## src/rtl/product_accumulator.sv

```systemverilog
// -----------------------------------------------------------------------------
// product_accumulator
//   Frame accumulator behind the 8x8 signed multiplier. Signed products arrive
//   over a valid/ready handshake, are sign-extended into a one-entry input
//   register and summed into a wide accumulator. A frame closes after LEN
//   samples or on an accepted sample flagged in_last. The sum, the sample count
//   and a sticky overflow flag are then held on a valid/ready output until taken.
//
// Ports
//   clk        in   1       clock, rising edge
//   reset      in   1       asynchronous, active-high
//   in_valid   in   1       product valid
//   in_ready   out  1       block can accept a product (state only)
//   in_data    in   PROD_W  signed product
//   in_last    in   1       accepted sample is the last of its frame
//   out_valid  out  1       frame result valid
//   out_ready  in   1       downstream accepts result
//   out_data   out  ACC_W   signed frame sum
//   out_count  out  8       samples in frame (1..LEN)
//   out_ovf    out  1       signed overflow seen during the frame
// -----------------------------------------------------------------------------
module product_accumulator #(
  parameter int PROD_W = 16,
  parameter int ACC_W  = 48,
  parameter int LEN    = 8,
  parameter int SAT    = 0
) (
  input  logic                     clk,
  input  logic                     reset,
  input  logic                     in_valid,
  output logic                     in_ready,
  input  logic signed [PROD_W-1:0] in_data,
  input  logic                     in_last,
  output logic                     out_valid,
  input  logic                     out_ready,
  output logic signed [ACC_W-1:0]  out_data,
  output logic [7:0]               out_count,
  output logic                     out_ovf
);

  typedef enum logic [1:0] {
    ACCUM = 2'd0,
    FLUSH = 2'd1,
    DONE  = 2'd2
  } state_t;

  localparam logic [7:0]             LEN_C   = 8'(LEN);
  localparam logic signed [ACC_W-1:0] ACC_MAX = {1'b0, {(ACC_W-1){1'b1}}};
  localparam logic signed [ACC_W-1:0] ACC_MIN = {1'b1, {(ACC_W-1){1'b0}}};

  state_t                    state;
  state_t                    state_next;
  logic [7:0]                count;
  logic                      accept;
  logic                      out_fire;
  logic                      close_frame;

  logic signed [ACC_W-1:0]   data_p1;
  logic                      vld_p1;
  logic signed [ACC_W-1:0]   acc_p2;
  logic                      ovf_p2;
  logic signed [ACC_W-1:0]   sum_p2;
  logic                      add_ovf_p2;

  // Adds two ACC_W operands; returns {overflow, result}. Overflow is the
  // classic sign rule: equal operand signs, different result sign. With SAT
  // set the result clamps toward the sign of the operands.
  function automatic logic [ACC_W:0] add_sat(input logic signed [ACC_W-1:0] a,
                                              input logic signed [ACC_W-1:0] b);
    logic signed [ACC_W-1:0] s;
    logic                    o;
    s = a + b;
    o = (a[ACC_W-1] == b[ACC_W-1]) && (s[ACC_W-1] != a[ACC_W-1]);
    if (o && (SAT != 0)) begin
      s = a[ACC_W-1] ? ACC_MIN : ACC_MAX;
    end
    return {o, s};
  endfunction

  assign accept      = in_valid && in_ready;
  assign out_fire    = out_valid && out_ready;
  assign close_frame = in_last || ((count + 8'd1) == LEN_C);
  assign {add_ovf_p2, sum_p2} = add_sat(acc_p2, data_p1);

  always_comb begin
    state_next = state;
    in_ready   = (state == ACCUM);
    out_valid  = (state == DONE);
    case (state)
      ACCUM:   if (accept && close_frame) state_next = FLUSH;
      FLUSH:   state_next = DONE;
      DONE:    if (out_ready) state_next = ACCUM;
      default: state_next = ACCUM;
    endcase
  end

  always_ff @(posedge clk or posedge reset) begin
    if (reset) begin
      state <= ACCUM;
      count <= 8'd0;
    end else begin
      state <= state_next;
      if (out_fire) begin
        count <= 8'd0;
      end else if (accept) begin
        count <= count + 8'd1;
      end
    end
  end

  // ---- stage 1: capture accepted sample, sign-extended to ACC_W ----
  always_ff @(posedge clk or posedge reset) begin
    if (reset) begin
      data_p1 <= '0;
      vld_p1  <= 1'b0;
    end else begin
      vld_p1 <= accept;
      if (accept) begin
        data_p1 <= {{(ACC_W-PROD_W){in_data[PROD_W-1]}}, in_data};
      end
    end
  end

  // ---- stage 2: accumulate; cleared when the result is taken ----
  // vld_p1 is never set in DONE, so clear and add cannot collide.
  always_ff @(posedge clk or posedge reset) begin
    if (reset) begin
      acc_p2 <= '0;
      ovf_p2 <= 1'b0;
    end else if (out_fire) begin
      acc_p2 <= '0;
      ovf_p2 <= 1'b0;
    end else if (vld_p1) begin
      acc_p2 <= sum_p2;
      if (add_ovf_p2) ovf_p2 <= 1'b1;
    end
  end

  assign out_data  = acc_p2;
  assign out_count = count;
  assign out_ovf   = ovf_p2;

endmodule

```

## config.mk

```make
export PLATFORM = sky130hd
export DESIGN_NAME = product_accumulator
export DESIGN_NICKNAME = d
export VERILOG_FILES = /design/src/rtl/product_accumulator.sv
export SDC_FILE = /design/constraint.sdc
export NUM_CORES = 1
export LEC_CHECK = 0
export ABC_CLOCK_PERIOD_IN_PS = 8360
export CAP_MARGIN = 15
export CORE_MARGIN = 2
export CORE_UTILIZATION = 35
export DETAILED_ROUTE_END_ITERATION = 10
export SYNTH_ARGS = -nofsm -noshare
export SYNTH_HDL_FRONTEND = slang
export SYNTH_SLANG_ARGS = --single-unit
```

## constraint.sdc

```tcl
create_clock -name clk -period 8.36 [get_ports clk]
set_input_delay 1.672 -clock clk [delete_from_list [all_inputs] [get_ports clk]]
set_output_delay 1.672 -clock clk [all_outputs]
set_load 0.01 [all_outputs]
```

==> impl_results.md, run 1 <==
* Outcome: finished clean
* Post-Route Hold Slack at 0.481 ns
* GRT overflow at 0
* DRT iter0 DRCs at 390
* Die area at 17300 um^2
* Resized Gates After CTS at 0
* DRT antenna net count at 0
* Max Cap Viol at 0
* Max_slew headroom at 34.2%
* Vias in the first global route at 5182
* Post-CTS setup buffer count at 0
* Starting density of the core at 35.8%
* Yosys top cell area share at 33.4%
* Deepest clock path buffer count at 2
* CTS buffer count at 9
* Hold_sp: data_p1[2]
* Setup crit start kind: primary input
* Clock insertion delay at the later pin of the skew report at 0.35 ns
* Worst EP arrival at 4.30 ns
* # nets final at 811
* Setup-failing EPs final at 0
* Clk sinks at 76
* Reg clk slew, reported paths at 0.06 ns
* Final hold vios at 0
* Final number of max-transition violations at 0
* Remaining DRCs at 0
* Die H at 131 um
* Antenna cell count at 0
* Fraction of registers with async set/reset at 100%
* Core Area at 15900 um^2
* Vias/cell at 5.41
* Worst-case reg-to-reg path depth at 11
* Root Driver: clkbuf_16
* Post-synth top flop: dfrtp_1
* Syn_area_per_cell at 8.44 um^2
* CP endpoint kind: flip-flop
* Max VDD drop at 0.163 mV
* Drt wl/cell at 15.6 um
* Area grow syn2layout at 22.9%
* Setup TNS at 0 ns
* Die width at 131 um
* Vias at 5206
* Final WL at 15000 um
* Worst EP required at 8.63 ns
* Final critical-path required period at 4.04 ns
* Hold Crit Depth at 2
* Max FO, Critical Path at 25
* CTS tree: done
* R2r endpoint: out_data[46]
* Top cells by area, synth: dfrtp_1 33%, ha_1 11%, nand2_1 6.3%
* Reg2reg setup slack at 4.78 ns
* Worst hold path class: flip-flop to flip-flop
* Reg-to-Reg Start: out_data[0]
* First-pass DRT Iterations at 5
* Worst Skew at 0.00777 ns
* P_leak at 3.18 nW
* Fillers at 1603
* I/O pins at 80
* Unrepaired setup endpoints after global routing: no
* Post-synth cell types at 55
* Hold_buf cts at 0
* Post-synth EDFFs at 0
* Max Clock Freq at 248 MHz
* RD Place Congestion at 0.875
* Period utilisation layout at 48.3%
* Synth Warn # at 0
* Layout cell share with drive strength beyond 1 at 4.83%
* Rows at 46
* First-pass GRT wire length at 25300 um
* PwrDens at 408 nW/um^2
* Pin count of the biggest net entering global routing at 77
* Leading area contributor after synthesis: dfrtp_1
* Cells after Synth at 674
* I/O Buffers at 79
* Initial antenna violation count at 0
* Seq/Total Area, Yosys at 33.4%
* Post-detail-place hpwl at 10700 um
* Worst Hold End: data_p1[2]
* #FFs+latches synth at 76
* CTS H-Tree Depth at 3
* GRT Total Usage at 17.9%
* Mapped cell area at 5690 um^2
* Worst-margin pin slew at 0.987 ns
* CP Class: primary input to flip-flop
* Synthesized Nets at 744
## per-stage QoR
step	std cells	utilization [%]	cell area (um^2)	worst slack, ns	power (W)
floorplan	674	-	5690	4.75	0.00189
global placement	946	42.0	6680	4.13	0.00241
detailed placement	946	42.0	6680	3.95	0.00243
CTS	962	44.0	6990	4.32	0.00287
global route	962	44.0	6990	4.02	0.00311
finish	962	44.0	6990	4.32	0.00285
## cell families (layout without fill, tap and decap cells)
family	Yosys count	count (layout)	share of synthesized area, %
fa+ha+maj	49	49	10.9
compound gates	203	203	23.6
flops	76	76	33.4
xor+xnor	40	40	6.16
buf+inv	46	118	3.08
mux	25	25	4.40
simple gates	235	235	18.4
## layout by cell type, fill, tap and decap left out, types with 9 or more instances in the layout
cell type	count
a211oi_1	12
a21o_1	27
a21oi_1	61
a31oi_1	10
and3_1	11
clkbuf_16	9
clkdlybuf4s50_1	79
dfrtp_1	75
ha_1	48
inv_1	16
mux2i_1	25
nand2_1	95
nand3_1	13
nand4_1	14
nor2_1	67
nor3_1	10
o21ai_0	37
xnor2_1	25
xor2_1	15
## registers in the layout, summed over array words and instances, names as in the netlist
register   cells
data_p1       16
out_count      8
out_data      48
out_ovf        1
state          2
vld_p1         1
## critical path, cell delays in order
cell and delay (ns):
clkdlybuf4s50_1 0.42, nand2_1 0.62, clkinv_1 0.85, nor2_1 0.47, o21ai_0 0.16, o21ai_0 0.09
## how the worst max path moves through the flow
| stage | startpoint | to | slack (ns) | cells after the start |
|---|---|---|---|---|
| after global placement | in_valid | out_count[3] | 4.13 | 6 |
| final | in_valid | out_count[5] | 4.32 | 6 |
| after floorplan | reset | data_p1[0] | 4.75 | 1 |
| after CTS | in_valid | out_count[5] | 4.32 | 6 |
| after global routing | in_valid | out_count[7] | 4.02 | 6 |
| after detailed placement | in_valid | out_count[4] | 3.95 | 6 |
## routing by layer
metal	GRT usage, %	share of wire (%)	up-vias	routed length [um]
met4	6.28	1.9	0	286
met1	23.1	46	2452	6820
met3	3.74	5.6	24	834
met5	0	0	-	0
met2	29.5	47	153	7040
li1	-	-	2577	-
## cell usage after synthesis, types with 5 or more instances
cell type and n:
nand2_1 95, dfrtp_1 76, nor2_1 67, a21oi_1 61, ha_1 48, o21ai_0 37
a21o_1 27, mux2i_1 25, xnor2_1 25, clkbuf_1 23, inv_1 17, xor2_1 15
nand4_1 14, nand3_1 13, a211oi_1 12, and3_1 11, a31oi_1 10, nor3_1 10
o21bai_1 7, nand2b_1 5, o211ai_1 5, o22ai_1 5
## layout make-up
class,instances,area [um^2],share of cell area (%)
timing repair buffer,83,821,11.7
sequential,76,1900,27.2
clock buffer,11,253,3.62
multi-input combinational,552,3610,51.7
inverter,19,71.3,1.02
tap,216,270,3.87
clock inverter,5,60.1,0.859
## report_power, final
part | switching, W | internal (W)
logic | 0.000962 | 0.000830
registers | 0.000134 | 0.000513
clock network | 0.000168 | 0.000248
total | 0.00126 | 0.00159
Note: power is estimated with default switching activity, not from simulation.
==> inputs of run 2 (changes only) <==
--- a/config.mk
+++ b/config.mk
@@ -5,7 +5,7 @@
 export SDC_FILE = /design/constraint.sdc
 export NUM_CORES = 1
 export LEC_CHECK = 0
-export ABC_CLOCK_PERIOD_IN_PS = 8360
+export ABC_CLOCK_PERIOD_IN_PS = 3890
 export CAP_MARGIN = 15
 export CORE_MARGIN = 2
 export CORE_UTILIZATION = 35
==> constraint.sdc (replaced) <==
create_clock -name clk -period 3.89 [get_ports clk]
set_input_delay 0.778 -clock clk [delete_from_list [all_inputs] [get_ports clk]]
set_output_delay 0.778 -clock clk [all_outputs]
set_load 0.01 [all_outputs]
==> run 2 against run 1 <==
Sequential power rose by 120%. Cell area up 0.18%. Clock power grew 110%. Wire length up 3.6%. Clock skew fell by 0.00088 ns.
==> impl_results.md, run 2 (synthesized netlist as in run 1, its figures left out) <==
* Post-CTS setup buffer count at 0
* Post-detail-place hpwl at 11300 um
* Root Driver: clkbuf_16
* DP Area at 6710 um^2
* Post-Route Hold Slack at 0.482 ns
* Die width at 131 um
* Outcome: finished clean
* Vias at 5278
* Worst EP arrival at 3.66 ns
* Max FO, Critical Path at 4
* Vias/cell at 5.46
* Final hold vios at 0
* GRT overflow at 0
* Unrepaired setup endpoints after global routing: no
* P_leak at 3.19 nW
* Starting density of the core at 35.8%
* Largest register FFs at 48
* WL met1 at 7380 um
* Setup crit start kind: flip-flop
* Max Clock Freq at 294 MHz
* PwrDens at 881 nW/um^2
* Worst EP required at 4.15 ns
* # nets final at 815
* Antenna cell count at 0
* CTS buffer count at 9
* Final WL at 15500 um
* CP Class: flip-flop to flip-flop
* Max Cap Viol at 0
* Layout cell share with drive strength beyond 1 at 5.07%
* GRT Total Usage at 18.4%
* First-pass DRT Iterations at 5
* CTS tree: done
* Worst Skew at 0.00689 ns
* Multi-input gate area at 3610 um^2
* Resized Gates After CTS at 0
* Hold_buf cts at 0
* Final number of max-transition violations at 0
* Pin count of the biggest net entering global routing at 47
* Die H at 131 um
* Reg clk slew, reported paths at 0.06 ns
* Most common cell after layout, fill and taps aside: nand2_1
* Setup TNS at 0 ns
* Fillers at 1613
* Max VDD drop at 0.300 mV
* Pre-CTS WS at 0.520 ns
* Final critical-path required period at 3.40 ns
* Deepest clock path buffer count at 2
* Period utilisation layout at 87.5%
* Design Area, Final at 7000 um^2
* DRT iter0 DRCs at 396
* Vias in the first global route at 5087
* Drt wl/cell at 16.1 um
* Remaining DRCs at 0
* FF+latch area at 1900 um^2
* Area grow syn2layout at 23.1%
* I/O pins at 80
* Setup-failing EPs final at 0
* DR WL met3 at 667 um
* Clk sinks at 76
* RD Place Congestion at 0.864
* Initial antenna violation count at 0
* Worst-margin pin slew at 0.920 ns
* Most frequent cells in the layout: 95 x nand2_1, 79 x clkdlybuf4s50_1, 75 x dfrtp_1
* I/O Buffers at 79
* Clock insertion delay at the later pin of the skew report at 0.35 ns
* Die area at 17300 um^2
* CP endpoint kind: flip-flop
* DR WL met2 at 7300 um
* Final Worst Setup Slack at 0.487 ns
* Max_slew headroom at 38.3%
* CTS H-Tree Depth at 3
* Core Area at 15900 um^2
* Rows at 46
* DRT antenna net count at 0
* First-pass GRT wire length at 25900 um
* Top sig layer: met4
* Worst hold path class: flip-flop to flip-flop
[run 2: cell count changes in the layout (fill, tap and decap cells not counted)]
cell / delta
buf_4: +4
clkbuf_1: +2
clkbuf_8: -2
inv_6: +1
clkinv_2: -1
clkinvlp_4: +1
clkinv_4: -1
[run 2: final timing paths]
path	from	endpoint	slack, ns	depth (start not counted)
min	data_p1[3]	data_p1[3]	0.48	2
max	out_data[0]	out_data[40]	0.49	10
max in group asynchronous	reset	data_p1[11]	2.25	3
min in group asynchronous	reset	state[1]	0.83	2
min reg2reg	data_p1[3]	data_p1[3]	0.48	2
max reg2reg	out_data[0]	out_data[40]	0.49	10
[run 2: power by group]
| group | switching [W] | internal (W) |
|---|---|---|
| registers | 0.000311 | 0.00110 |
| clock network | 0.000366 | 0.000501 |
| logic | 0.00210 | 0.00179 |
| total | 0.00278 | 0.00339 |
[run 2: critical path: stages, from the launching register on]
cell and delay [ns]:
dfrtp_1 0.40, ha_1 0.25, fa_1 0.41, a21o_1 0.19, a221o_1 0.39, a221oi_2 0.42, a211oi_1 0.21, o211a_1 0.27
o41a_1 0.38, xnor2_1 0.13, a211oi_1 0.25
[run 2: area by class of cell]
| cell class | instances | share of cell area (%) |
|---|---|---|
| Clock buffer | 11 | 3.32 |
| Clock inverter | 5 | 0.893 |
| Inverter | 19 | 1.02 |
| Multi-Input combinational cell | 552 | 51.6 |
| Sequential cell | 76 | 27.2 |
| Tap cell | 216 | 3.86 |
| Timing Repair Buffer | 87 | 12.2 |
[run 2: through the flow]
step	power (W)	std cells	utilization [%]
after floorplan	0.00406	674	-
after global placement	0.00523	950	42.2
after detailed placement	0.00528	950	42.2
after CTS	0.00618	966	44.1
after global routing	0.00671	966	44.1
final	0.00617	966	44.1
[run 2: routing by layer]
layer	track usage [%]	up-vias
li1	-	2599
met1	24.6	2529
met2	30.3	138
met3	3.63	12
met4	5.01	0
met5	0	-
==> inputs of run 3 (changes only) <==
--- a/config.mk
+++ b/config.mk
@@ -10,6 +10,8 @@
 export CORE_MARGIN = 2
 export CORE_UTILIZATION = 35
 export DETAILED_ROUTE_END_ITERATION = 10
+export PLACE_DENSITY = 0.54
+export SKIP_CTS_REPAIR_TIMING = 1
 export SYNTH_ARGS = -nofsm -noshare
 export SYNTH_HDL_FRONTEND = slang
 export SYNTH_SLANG_ARGS = --single-unit
==> run 3 against run 2 <==
Clock power fell by 0.8%. Critical path depth rose by 1. Combinational power is essentially flat. Flip-flop and latch count stayed put. Clock skew up 0.00066 ns. Register-to-register slack about the same. Sequential share of layout area is 0.077 points lower.
==> impl_results.md, run 3 (synthesized netlist as in run 1, its figures left out) <==
* Outcome: finished clean
* Vias/cell at 5.37
* Final Worst Setup Slack at 0.481 ns
* GRT Total Usage at 18.5%
* Most common cell after layout, fill and taps aside: nand2_1
* Max FO, Critical Path at 4
* Setup crit start kind: flip-flop
* Highest cell delay on the worst timing path at 0.51 ns
* Initial antenna violation count at 1
* Core Area at 15900 um^2
* Max Cap Viol at 0
* Clock insertion delay at the later pin of the skew report at 0.35 ns
* Rows at 46
* Share of the core filled with cells at 44.2%
* Worst hold path class: flip-flop to flip-flop
* Layout cell share with drive strength beyond 1 at 5.19%
* RD Place Congestion at 0.901
* Reg2reg setup slack at 0.48 ns
* Drt wl/cell at 16.3 um
* DRT antenna net count at 0
* Design Area, Final at 7020 um^2
* Area grow syn2layout at 23.4%
* Root Driver: clkbuf_16
* First-pass GRT wire length at 26300 um
* Pin count of the biggest net entering global routing at 47
* Remaining DRCs at 0
* I/O pins at 80
* Final number of max-transition violations at 0
* Die area at 17300 um^2
* Vias in the first global route at 5168
* CP delay by family, top: compound AO/OA/AOI/OAI gates
* Worst EP required at 4.13 ns
* CP endpoint kind: flip-flop
* First-pass DRT Iterations at 4
* Vias at 5195
* DP Area at 6730 um^2
* CTS tree: done
* Max_slew headroom at 35.2%
* Antenna cell count at 0
* Post-detail-place hpwl at 11500 um
* CTS buffer count at 9
* CTS H-Tree Depth at 3
* Final critical-path required period at 3.41 ns
* Power, Total at 0.00617 W
* Max VDD drop at 0.273 mV
* Deepest clock path buffer count at 2
* # nets final at 816
* Unrepaired setup endpoints after global routing: no
* Final WL at 15800 um
* Setup TNS at 0 ns
* Final hold vios at 0
* Worst Skew at 0.00755 ns
* DRT iter0 DRCs at 457
* Most frequent cells in the layout: 95 x nand2_1, 79 x clkdlybuf4s50_1, 75 x dfrtp_1
* Worst-margin pin slew at 0.966 ns
* PwrDens at 879 nW/um^2
* Reg clk slew, reported paths at 0.06 ns
* Period utilisation layout at 87.6%
* CP Class: flip-flop to flip-flop
* Starting density of the core at 35.8%
* Die H at 131 um
* Worst EP arrival at 3.65 ns
* GRT overflow at 0
* Clk sinks at 76
* Worst Path Buf+Inv at 0
* Die width at 131 um
* Setup-failing EPs final at 0
* I/O Buffers at 79
* P_leak at 3.20 nW
* Fillers at 1598
* Slowest CP cell: nor4_1
* Largest register FFs at 48
* Cell Chain, Critical Path: ha_1, fa_1, a21o_1, a221o_1, a31oi_1, nor3_1, nor4_1, o21ai_0, xor2_1, mux2i_1, nor2_1
* Max Clock Freq at 293 MHz
* Pre-CTS WS at 0.522 ns
run 3: metrics by stage:
stage,cells,hold WS [ns]
after floorplan,674,0.440
final,967,0.475
after CTS,967,0.478
after global placement,951,0.464
after detailed placement,951,0.468
after global routing,967,0.497
run 3: worst register-to-register path: stages (launching register included):
cell     delay [ns]
dfrtp_1        0.41
ha_1           0.26
fa_1           0.43
a21o_1         0.20
a221o_1        0.42
a31oi_1        0.37
nor3_1         0.12
nor4_1         0.51
o21ai_0        0.21
xor2_1         0.18
mux2i_1        0.14
nor2_1         0.05
run 3: report_power, final:
part | total [W] | switching (W) | internal, W
Clock | 0.000860 | 0.000360 | 0.000500
Combinational | 0.00390 | 0.00211 | 0.00179
Sequential | 0.00141 | 0.000311 | 0.00110
run 3: layout make-up:
cell class                      count  area [um^2]  area share, %
Inverter                           19         71.3           1.02
Tap cell                          216          270           3.85
Multi-Input combinational cell    552         3610           51.4
Clock inverter                      5         62.6          0.891
Clock buffer                       11          233           3.31
Sequential cell                    76         1900           27.1
Timing Repair Buffer               88          871           12.4
run 3: final timing paths:
path                        startpoint      endpoint  cells past startpoint
min reg2reg                   state[1]      state[1]                      1
min in group asynchronous        reset  out_count[3]                      2
max reg2reg                out_data[0]  out_data[18]                     11
max in group asynchronous        reset   out_data[9]                      3
min                           state[1]      state[1]                      1
max                        out_data[0]  out_data[18]                     11
run 3: routing by layer:
| metal | part of all wire (%) | track usage (%) | up-vias |
|---|---|---|---|
| met2 | 46 | 31.0 | 107 |
| met3 | 4.6 | 3.78 | 24 |
| met5 | 0 | 0 | - |
| met4 | 1.8 | 6.04 | 0 |
| met1 | 48 | 24.0 | 2477 |
| li1 | - | - | 2587 |
